==> config.mk <==
export PLATFORM = sky130hd
export DESIGN_NAME = cgra_conf_dispatch_ctrl
export DESIGN_NICKNAME = d
export VERILOG_FILES = /design/src/rtl/cgra_conf_dispatch_ctrl.sv
export SDC_FILE = /design/constraint.sdc
export NUM_CORES = 1
export LEC_CHECK = 0
export CAP_MARGIN = 20
export CORE_MARGIN = 5
export CORE_UTILIZATION = 53
export DETAILED_ROUTE_END_ITERATION = 12
export PLACE_DENSITY = 0.85
export SYNTH_ARGS = -nofsm -noshare
export SYNTH_HDL_FRONTEND = slang
export SYNTH_SLANG_ARGS = --single-unit
==> constraint.sdc <==
create_clock -name clk -period 5.4 [get_ports clk]
set_input_delay 0.54 -clock clk [delete_from_list [all_inputs] [get_ports clk]]
set_output_delay 0.54 -clock clk [all_outputs]
set_load 0.01 [all_outputs]
==> src/rtl/cgra_conf_dispatch_ctrl.sv <==
// Sequences one CGRA configuration/run episode: streams host config words onto the
// switch broadcast bus, waits a drain gap, then enables the PC network for N thread rounds.
module cgra_conf_dispatch_ctrl #(
    parameter int unsigned CONF_WIDTH   = 64,
    parameter int unsigned NUM_THREADS  = 7,
    parameter int unsigned CNT_WIDTH    = 16,
    parameter int unsigned DRAIN_CYCLES = 4
) (
    input  logic                  clk,
    input  logic                  rst,
    input  logic                  start,
    input  logic                  abort,
    input  logic [CNT_WIDTH-1:0]  num_words,
    input  logic [CNT_WIDTH-1:0]  num_rounds,
    input  logic                  stall,
    input  logic                  conf_in_valid,
    input  logic [CONF_WIDTH-1:0] conf_in_data,
    output logic                  conf_in_ready,
    output logic [CONF_WIDTH-1:0] conf_bus_out,
    output logic                  en_pc_net,
    output logic [2:0]            thread_idx,
    output logic                  busy,
    output logic                  done
);

    localparam int unsigned TW = 3;
    localparam int unsigned DW = (DRAIN_CYCLES > 1) ? $clog2(DRAIN_CYCLES) : 1;

    localparam logic [2:0] S_IDLE  = 3'd0;
    localparam logic [2:0] S_LOAD  = 3'd1;
    localparam logic [2:0] S_DRAIN = 3'd2;
    localparam logic [2:0] S_RUN   = 3'd3;
    localparam logic [2:0] S_FIN   = 3'd4;

    logic [2:0]           state;
    logic [2:0]           next_state;
    logic [CNT_WIDTH-1:0] words_q;
    logic [CNT_WIDTH-1:0] rounds_q;
    logic [CNT_WIDTH-1:0] word_cnt;
    logic [CNT_WIDTH-1:0] round_cnt;
    logic [TW-1:0]        slot;
    logic [DW-1:0]        drain_cnt;

    logic accept;
    logic last_word;
    logic drain_last;
    logic fire;
    logic last_slot;
    logic last_fire;

    // Abort masks ready so a word offered in the abort cycle is never taken.
    assign conf_in_ready = (state == S_LOAD) && !abort;
    assign accept        = conf_in_ready && conf_in_valid;
    assign last_word     = (word_cnt == (words_q - CNT_WIDTH'(1)));
    assign drain_last    = (drain_cnt == DW'(DRAIN_CYCLES - 1));
    assign fire          = (state == S_RUN) && !stall && !abort;
    assign last_slot     = (slot == TW'(NUM_THREADS - 1));
    assign last_fire     = fire && last_slot && (round_cnt == (rounds_q - CNT_WIDTH'(1)));

    always_ff @(posedge clk or negedge rst) begin
        if (!rst) begin
            state <= S_IDLE;
        end else begin
            state <= next_state;
        end
    end

    always_comb begin
        next_state = state;
        case (state)
            S_IDLE: begin
                if (start) begin
                    next_state = (num_words != '0) ? S_LOAD : S_DRAIN;
                end
            end
            S_LOAD: begin
                if (accept && last_word) begin
                    next_state = S_DRAIN;
                end
            end
            S_DRAIN: begin
                if (drain_last) begin
                    next_state = (rounds_q != '0) ? S_RUN : S_FIN;
                end
            end
            S_RUN: begin
                if (last_fire) begin
                    next_state = S_FIN;
                end
            end
            S_FIN:   next_state = S_IDLE;
            default: next_state = S_IDLE;
        endcase
        if (abort) begin
            next_state = S_IDLE;
        end
    end

    // Registered outputs and episode counters.
    always_ff @(posedge clk or negedge rst) begin
        if (!rst) begin
            conf_bus_out <= '0;
            en_pc_net    <= 1'b0;
            thread_idx   <= '0;
            busy         <= 1'b0;
            done         <= 1'b0;
            words_q      <= '0;
            rounds_q     <= '0;
            word_cnt     <= '0;
            round_cnt    <= '0;
            slot         <= '0;
            drain_cnt    <= '0;
        end else begin
            conf_bus_out <= accept ? conf_in_data : '0;
            en_pc_net    <= fire;
            busy         <= (next_state != S_IDLE);
            done         <= (state == S_FIN) && !abort;
            if (abort) begin
                thread_idx <= '0;
                words_q    <= '0;
                rounds_q   <= '0;
                word_cnt   <= '0;
                round_cnt  <= '0;
                slot       <= '0;
                drain_cnt  <= '0;
            end else begin
                case (state)
                    S_IDLE: begin
                        if (start) begin
                            words_q   <= num_words;
                            rounds_q  <= num_rounds;
                            word_cnt  <= '0;
                            round_cnt <= '0;
                            slot      <= '0;
                            drain_cnt <= '0;
                        end
                    end
                    S_LOAD: begin
                        if (accept) begin
                            word_cnt <= last_word ? '0 : word_cnt + CNT_WIDTH'(1);
                        end
                    end
                    S_DRAIN: begin
                        drain_cnt <= drain_last ? '0 : drain_cnt + DW'(1);
                    end
                    S_RUN: begin
                        if (fire) begin
                            thread_idx <= slot;
                            slot       <= last_slot ? '0 : slot + TW'(1);
                            if (last_slot) begin
                                round_cnt <= round_cnt + CNT_WIDTH'(1);
                            end
                        end
                    end
                    S_FIN: begin
                        thread_idx <= '0;
                        slot       <= '0;
                        round_cnt  <= '0;
                    end
                    default: begin
                        thread_idx <= '0;
                    end
                endcase
            end
        end
    end

endmodule

# [After elaboration in Yosys (flattened, before gate mapping)]
# Cells that the tools add are included.
[word_totals] ff_bits=142 inputBits=102 wordCells=93
[classes] n_addsub=6 n_eq_ne=13 mux=36 n_reduce_logical=26
[op_table] op="$mux 16" count=13
[op_table] op="$mux 64" count=1
[op_table] op="$pmux 16 s3" count=1
[op_table] op="$mux 3" count=12
[op_table] op="$add 16x1->16 const B" count=2
[op_table] op="$eq 16x16->1" count=2
[op_table] op="$pmux 16 s2" count=1
[op_table] op="$reduce_bool 16->1" count=2
[op_table] op="$sub 16x1->16 const B" count=2
[op_table] op="$ne 3x3->1 const B" count=4
[op_table] op="$pmux 3 s4" count=1
[op_table] op="$pmux 3 s3" count=1
[op_table] op="$reduce_bool 3->1" count=3
[op_table] op="$logic_and 1x1->1" count=8
[op_table] op="$mux 2" count=4
[op_table] op="$eq 3x2->1 const B" count=2
[op_table] op="$eq 3x3->1 const B" count=2
[op_table] op="$pmux 3 s2" count=1
[op_table] op="$reduce_and 2->1" count=3
[op_table] op="$reduce_and 3->1" count=2
[op_table] op="$pmux 2 s2" count=1
[op_table] op="$reduce_and 4->1" count=1
[op_table] op="$reduce_bool 2->1" count=2
[op_table] op="$reduce_bool 4->1" count=1
[op_table] op="8 further kinds" count=9

# [Logic depth before layout (Yosys ltp)]
[logic_depth] word_depth=9 ltp_mapped=10

# [Worst setup path before layout]
# OpenSTA, ideal clock, no wires.
[synth_timing] path_kind="reg-to-reg" startpoint="register words_q[0]" endpoint="register word_cnt[12]" setup_time_ns=0.119 arrival_time_ns=2.713 path_slack_ns=2.569 stages_incl_launch_ff=11 path_buffers=1 period_less_slack_ns=2.831 path_cell_list="dfrtp_1 -> inv_1 -> ha_1 -> or3b_2 -> or3b_4 -> nor4_2 -> a311oi_1 -> or4_4 -> a21oi_4 -> buf_6 -> nor2_1"
[synth_via] elab_chain_cells=6
[synth_lines] item="start, declared" line_no="37" text="logic [CNT_WIDTH-1:0] words_q;"
[synth_lines] item="start signal, assigned" line_no="130" text="words_q <= num_words;"
[synth_lines] item="$sub 16x1->16" line_no="54" text="assign last_word = (word_cnt == (words_q - CNT_WIDTH'(1)));"
[synth_lines] item="$eq 16x16->1" line_no="54"
[synth_lines] item="$mux 16" line_no="140" text="word_cnt <= last_word ? '0 : word_cnt + CNT_WIDTH'(1);"
[synth_lines] item="$mux 16" line_no="139" text="if (accept) begin"
[synth_lines] item="$pmux 16 s2" line_no="127" text="case (state)"
[synth_lines] item="$mux 16" line_no="118" text="if (abort) begin"
[synth_lines] item="end signal, assigned" line_no="140"
[synth_lines] item="end, declared" line_no="39" text="logic [CNT_WIDTH-1:0] word_cnt;"
# No other way between the ends. The select of a mux whose other input is x is not followed.
# A chain may end at the register's enable or synchronous reset.

# [Worst setup path in the final report]
[layout_timing] startpoint="input abort" endpoint="output conf_in_ready"
[layout_via] elab_chain_cells=2
[layout_lines] item="start, declared" line_no="12" text="input logic abort,"
[layout_lines] item="$logic_not 1->1" line_no="52" text="assign conf_in_ready = (state == S_LOAD) && !abort;"
[layout_lines] item="$logic_and 1x1->1" line_no="52"
[layout_lines] item="end, declared" line_no="18" text="output logic conf_in_ready,"
# No other way between the ends.

==> results.json <==
{
  "port_buffers": 172,
  "drive_above_1_share_pct": 6.04,
  "diodes": 0,
  "finalPower_mw": 2.60,
  "synthArstFlopShare_pct": 100,
  "nNetsFinal": 974,
  "worstPathRequired_ns": 4.86,
  "num_rows": 41,
  "multi_input_area_um2": 3050,
  "seq_area_frac_synth_pct": 52.2,
  "die_area_um2": 15200,
  "slew_violations": 0,
  "clkTransAtPathRegs_ns": 0.06,
  "cts_max_path_buffers": 2,
  "htree_levels": 4,
  "crit_path_start_kind": "input port",
  "start_util_pct": 53.9,
  "outcome": "finished, final reports clean",
  "cp_max_fo": 67,
  "root_buffer": "clkbuf_16",
  "yosys_warnings": 0,
  "cts_setup_buffers": 0,
  "cts.repair.resized": 0,
  "drt-pass1-iter-count": 6,
  "setup_viol": 0,
  "synthFlopType": "dfrtp_1",
  "io_pins": 173,
  "min_period_ns": 3.49,
  "finalHoldViolCount": 0,
  "drt-vias-per-instance": 5.76,
  "core_area_um2": 12600,
  "grt.total_usage_pct": 26.3,
  "cts_hold_repair.buffers": 0,
  "final_util_pct": 73.0,
  "setup_slack_ns": 1.91,
  "syn_avg_cell_area_um2": 9.64,
  "skew_ns": 0.00701,
  "numCtsBuffers": 17,
  "drtIter0Drc": 627,
  "vias": 6051,
  "powerDensity_nw_per_um2": 282,
  "pre_cts_ws_ns": 1.89,
  "syn_nets": 813,
  "fmax_mhz": 287,
  "clock_latency_ns": 0.42,
  "dp_hpwl_um": 13800,
  "synth_area_um2": 6800,
  "crit_type": "input port to primary output",
  "synth.distinct_cells": 57,
  "cts_tree": "built",
  "grt_pass1_vias": 6101,
  "setup_tns_ns": 0,
  "worst_slew_pin_slew_ns": 0.942,
  "maxCapViolCount": 0,
  "synthToLayoutAreaGrowth_pct": 35.4,
  "drtAntennaViolNets": 0,
  "hold_path_class": "input port to async pin",
  "final_cell_count_no_fill": 1050,
  "mostFrequentLayoutCells": "clkdlybuf4s50_1 (171), dfrtp_1 (142), nand2_1 (106)",
  "antenna_found_initial": 0,
  "wl_um": 19200,
  "cp-end-kind": "primary output",
  "place_inst": 1020,
  "drc": 0,
  "nFillCells": 906,
  "grt_max_degree": 79,
  "fin_crit_sh_pct": 64.6,
  "layout_commonest_cell": "clkdlybuf4s50_1",
  "grt.overflow.total": 0,
  "critPathArrivalTime_ns": 2.95,
  "post_drt_wl_per_cell_um": 18.3,
  "die_y_um": 123,
  "total_leakage_power_nw": 4.18,
  "cts.sinks": 142,
  "ys_seq_elements": 142,
  "seqCellArea_um2": 3550,
  "max_slew_margin_pct": 36.6,
  "die_w_um": 123,
  "grt_pass1_wl_um": 30800,
  "synth_edf_count": 0,
  "synthCells": 706,
  "rsz0062_at_grt": "no",
  "gp_congestion": 0.919,
  "vdd_drop_max_uv": 244
}
metrics by stage:
| stage | hold WS, ns | instance area [um2] |
|---|---|---|
| finish | 0.144 | 9210 |
| detailed placement | 0.492 | 8650 |
| CTS | 0.169 | 9210 |
| global placement | 0.479 | 8650 |
| floorplan | 0.244 | 6800 |
| global route | 0.208 | 9210 |
Yosys cell counts (2+ instances only):
cell type	n	area (um2)
dfrtp_1	142	3550
nand2_1	106	398
and3_1	74	463
nor2_1	55	206
a21oi_1	42	210
clkbuf_1	34	128
xnor2_1	27	236
xor2_1	26	228
o21ai_0	18	90.1
nor3_1	16	80.1
inv_1	14	52.6
nand3_1	13	65.1
nand4_1	13	81.3
nor4_1	10	62.6
nand2b_1	9	56.3
a31oi_1	8	50.1
nand3b_1	7	52.6
or3_1	7	43.8
mux2i_1	6	60.1
nor2b_1	6	37.5
ha_1	5	62.6
o211ai_1	5	37.5
and2_1	4	25.0
or4_1	4	30.0
a22o_1	3	26.3
a22oi_1	3	22.5
a311oi_1	3	26.3
nand4b_1	3	26.3
nor4b_1	3	26.3
o41ai_1	3	26.3
or2_2	3	18.8
a2111oi_0	2	17.5
a211oi_1	2	15.0
buf_6	2	22.5
o2111ai_1	2	17.5
o22a_1	2	17.5
o31ai_1	2	15.0
or3b_2	2	17.5
or4_4	2	22.5
layout make-up:
type                       count  area share, %
inverter                      14          0.570
timing repair buffer         179           19.3
clock inverter                10           1.28
clock buffer                  20           4.85
tap                          172           2.34
sequential                   142           38.6
multi-input combinational    513           33.1
worst max-delay path, cell delays in order:
cell and delay [ns]:
clkdlybuf4s50_1 0.70, buf_4 0.38, nor3_2 0.17, buf_4 0.48, clkdlybuf4s50_1 0.65
cell families (layout without fill, tap and decap cells):
logic type                 Yosys count  count (layout)  synth area share [%]
xor gates and xnor gates            53              53                  6.82
adders and majority gates            5               5                 0.920
DFF                                142             142                  52.2
and+or+nand+nor                    345             345                  26.4
AOI/OAI and AO/OA                  103             103                  9.56
buffers and inverters               51             223                  3.05
muxes                                7               7                  1.05
final timing paths:
check / endpoint / from / slack, ns / cells after the start
max: conf_in_ready / abort / 1.91 / 5
min: rounds_q[6]$_DFFE_PN0P_ / rst / 0.14 / 1
max reg2reg: word_cnt[14]$_DFFE_PN0P_ / words_q[3]$_DFFE_PN0P_ / 2.20 / 7
min reg2reg: thread_idx[1]$_DFFE_PN0P_ / thread_idx[1]$_DFFE_PN0P_ / 0.49 / 2
max in group asynchronous: conf_bus_out[0]$_DFF_PN0_ / rst / 3.97 / 2
min in group clk: thread_idx[1]$_DFFE_PN0P_ / thread_idx[1]$_DFFE_PN0P_ / 0.49 / 2
report_power, final:
group / internal, mW / switching, mW / leakage (nW)
Sequential: 1.09 / 0.0307 / 1.96
Combinational: 0.172 / 0.180 / 1.96
Clock: 0.685 / 0.442 / 0.264
metal layers:
| metal | vias up | part of all wire, % | GRT usage, % |
|---|---|---|---|
| met5 | - | 0 | 0 |
| met4 | 0 | 1.5 | 7.34 |
| met3 | 35 | 12 | 11.6 |
| met2 | 302 | 49 | 41.9 |
| met1 | 2921 | 38 | 32.8 |
| li1 | 2793 | - | - |
state kept, by name (all words and copies together), names as in the netlist:
name / count
busy: 1
conf_bus_out: 64
done: 1
drain_cnt: 2
en_pc_net: 1
round_cnt: 16
rounds_q: 16
slot: 3
state: 3
thread_idx: 3
word_cnt: 16
words_q: 16
Power figures use the tool's default switching activity.
==> RTL edit (config.mk and constraints unchanged) <==
Make the reset (`rst`) synchronous in 2 clocked blocks.
--- a/src/rtl/cgra_conf_dispatch_ctrl.sv
+++ b/src/rtl/cgra_conf_dispatch_ctrl.sv
@@ -58,5 +58,5 @@
     assign last_fire     = fire && last_slot && (round_cnt == (rounds_q - CNT_WIDTH'(1)));
 
-    always_ff @(posedge clk or negedge rst) begin
+    always_ff @(posedge clk) begin
         if (!rst) begin
             state <= S_IDLE;
@@ -98,5 +98,5 @@
 
     // Registered outputs and episode counters.
-    always_ff @(posedge clk or negedge rst) begin
+    always_ff @(posedge clk) begin
         if (!rst) begin
             conf_bus_out <= '0;
Check against the original RTL: differs if rst is asserted again (counterexample within 4 cycles, from zero or initial values and one cycle with rst low); with rst held inactive, the same outputs for 10 cycles.
==> RTL edit against the unedited design <==
  * Critical path depth up 4
  * Clock skew down 0.63 ps
  * Wire length down 9.9%
  * Sequential cell count unchanged
  * Worst setup slack better by 420 ps
  * First-iteration DRC count down 20%
  * Final area down 6.3%
  * Area after synthesis down 8.8%
  * Synthesized cell count up 0.85%
  * Total power down 2.4%
  * Critical path type is now reg2reg
  * Critical endpoint is now busy$_SDFF_PN0_
  * Highest routed layer unchanged
==> RTL edit: results (changes against the unedited design) <==
Logic synthesis
By area the synthesized netlist is led by sky130_fd_sc_hd__dfxtp_1 46%, sky130_fd_sc_hd__and3_1 7.0%, sky130_fd_sc_hd__nand2_1 5.9%, sky130_fd_sc_hd__xnor2_1 4.7%, sky130_fd_sc_hd__xor2_1 3.8%. The number of flops mapped to enable cells by yosys is 0 (unchanged). The sequential element share of the synthesized area came to 45.8% (-6.4 points).

The total nets after synthesis is 819 (+0.74%). By count the netlist is led by 142 x sky130_fd_sc_hd__dfxtp_1, 98 x sky130_fd_sc_hd__nand2_1, 69 x sky130_fd_sc_hd__and3_1. The number of cells produced by synthesis is 712 (+0.85%). The number of distinct library cell variants in the gate-level netlist after synthesis came to 68 (+19%). The fraction of synthesis flops using an asynchronous set or reset pin is 0% (-100 points).

Setup path
The critical-path maximum fanout came to 7 (-90%). In this run the critical register-to-register path is captured at busy$_SDFF_PN0_. The setup slack of the worst register-to-register path came to 2340 ps (+140 ps).

The cell type of the slowest stage on the worst timing path is sky130_fd_sc_hd__or4_1. Grouping stages by cell kind, the critical path spends the most delay in simple AND/OR/NAND/NOR gates. The largest stage delay on the critical path is 500 ps (-200 ps). The worst reg2reg path depth is 9 (+2). The data arrival time of the critical path was 3400 ps (+450 ps). The worst reg2reg path startpoint is rounds_q[0]$_SDFFE_PP0P_.

Global routing
The first-pass GRT wire length is 28000 um (-9.1%). The via count of the first global-routing pass is 5702 (-6.5%). The initial antenna violation count is 0 (unchanged). The aggregate global-route resource usage came to 24.4% (-1.9 points). The pin count of the biggest net entering global routing is 69 (-13%).

Route
The via count normalized by instance count is 5.62 (-2.4%). The routed wirelength normalized by instance count is 16.9 um (-7.5%). The initial DRC count is 499 (-20%).

Clock network
The maximum root-to-sink buffer count is 2 (unchanged). The clock latency at the later pin of the worst-skew pair is 420 ps (about the same). The H-tree depth reported by CTS was 4 (unchanged). Clock tree synthesis selected as its root buffer the cell sky130_fd_sc_hd__clkbuf_16.

The number of CTS-inserted buffers is 17 (unchanged). The number of cells upsized or downsized after cts was 0 (unchanged). The register clock-pin slew on the reported worst setup and hold paths is 60 ps (about the same).

Placed design
The placer congestion estimate is 0.904 (-1.6%). The placed wire-length estimate is 12900 um (-6.4%). The worst slack after detailed placement is 1930 ps (+37.6 ps). The cell area after placement is 7970 um^2 (-7.9%). The count of placed standard cells including taps is 988 (-3.1%).

Cells and area
The final net count is 973 (-0.10%). The ratio of cells with drive above 1 in the final layout is 6.71% (+0.68 points). The final non-filler cell total is 1022 (-2.7%). The flip-flop count of the largest register after layout is 64 (unchanged). Ranked by flip-flop count, first place goes to conf_bus_out. The number of antenna repair diodes is 0 (unchanged).

Pwr
The peak supply drop is 0.257 mV (+5.6%). The leakage power was 3.31 nW (-21%).

Timing
The setup skew after layout is 6.38 ps (-0.630 ps). The count of final setup violators was 0 (unchanged). The slew of the pin with the lowest slew margin is 690 ps (-252 ps).

Status
The run finished with clean final reports.

Worst hold path
In this run the worst hold path is classified as reg2reg. The worst hold path terminates at thread_idx[1]$_SDFFE_PP0P_.
## RTL edit: cell count changes in the layout (fill, tap and decap cells not counted), moves of 8 or more
cell,unedited run,this run
sky130_fd_sc_hd__dfrtp_1,142,0
sky130_fd_sc_hd__dfxtp_1,0,142
sky130_fd_sc_hd__nand2_1,106,98
sky130_fd_sc_hd__nor3_1,15,25
sky130_fd_sc_hd__o21ai_0,18,7
## RTL edit: cells by family after synthesis
family | share of synthesized area [%]
AOI/OAI and AO/OA | 11.0
xor gates and xnor gates | 8.47
DFF | 45.8
muxes | 0.665
buffers and inverters | 3.59
and+or+nand+nor | 29.5
adders and majority gates | 1.01
## RTL edit: routing by layer
layer	up-vias	track usage [%]	routed length (um)
li1	2800	-	-
met3	39	6.02	1000
met5	-	0	0
met4	0	11.7	527
met2	201	44.5	9070
met1	2708	26.3	6690
## RTL edit: worst max path at each step
stage / depth (start not counted) / slack, ps / start / end
after floorplan: 11 / 2610 / words_q[0]$_SDFFE_PP0P_ / word_cnt[10]$_SDFFE_PP0P_
after global placement: 8 / 2010 / start / word_cnt[15]$_SDFFE_PP0P_
after detailed placement: 8 / 1930 / start / word_cnt[15]$_SDFFE_PP0P_
after CTS: 9 / 2330 / rounds_q[0]$_SDFFE_PP0P_ / busy$_SDFF_PN0_
after global routing: 9 / 2130 / rounds_q[0]$_SDFFE_PP0P_ / busy$_SDFF_PN0_
final: 9 / 2340 / rounds_q[0]$_SDFFE_PP0P_ / busy$_SDFF_PN0_
## RTL edit: per-stage QoR
stage | util (%) | hold slack (ps) | total power [mW]
2_1_floorplan | - | 448 | 1.23
5_1_grt | 75.3 | 490 | 2.62
6_report | 75.3 | 456 | 2.54
3_3_place_gp | 69.5 | 445 | 1.33
4_1_cts | 74.9 | 461 | 2.54
3_5_place_dp | 69.5 | 453 | 1.34
## RTL edit: layout make-up
| cell class | instances | area (um^2) |
|---|---|---|
| flip-flops and latches | 142 | 2840 |
| multi-input cells | 515 | 3160 |
| inverters | 14 | 52.6 |
| fillers | 801 | 2830 |
| clock buffers | 22 | 454 |
| well taps | 143 | 179 |
| clock inverters | 10 | 163 |
| repair buffers | 176 | 1780 |
## RTL edit: where the power goes
group | leakage (nW) | switching, mW | total [mW] | internal, mW
combinational | 1.87 | 0.117 | 0.250 | 0.133
clock | 0.294 | 0.431 | 1.22 | 0.785
sequential | 1.15 | 0.0149 | 1.07 | 1.06
total | 3.31 | 0.563 | 2.54 | 1.98
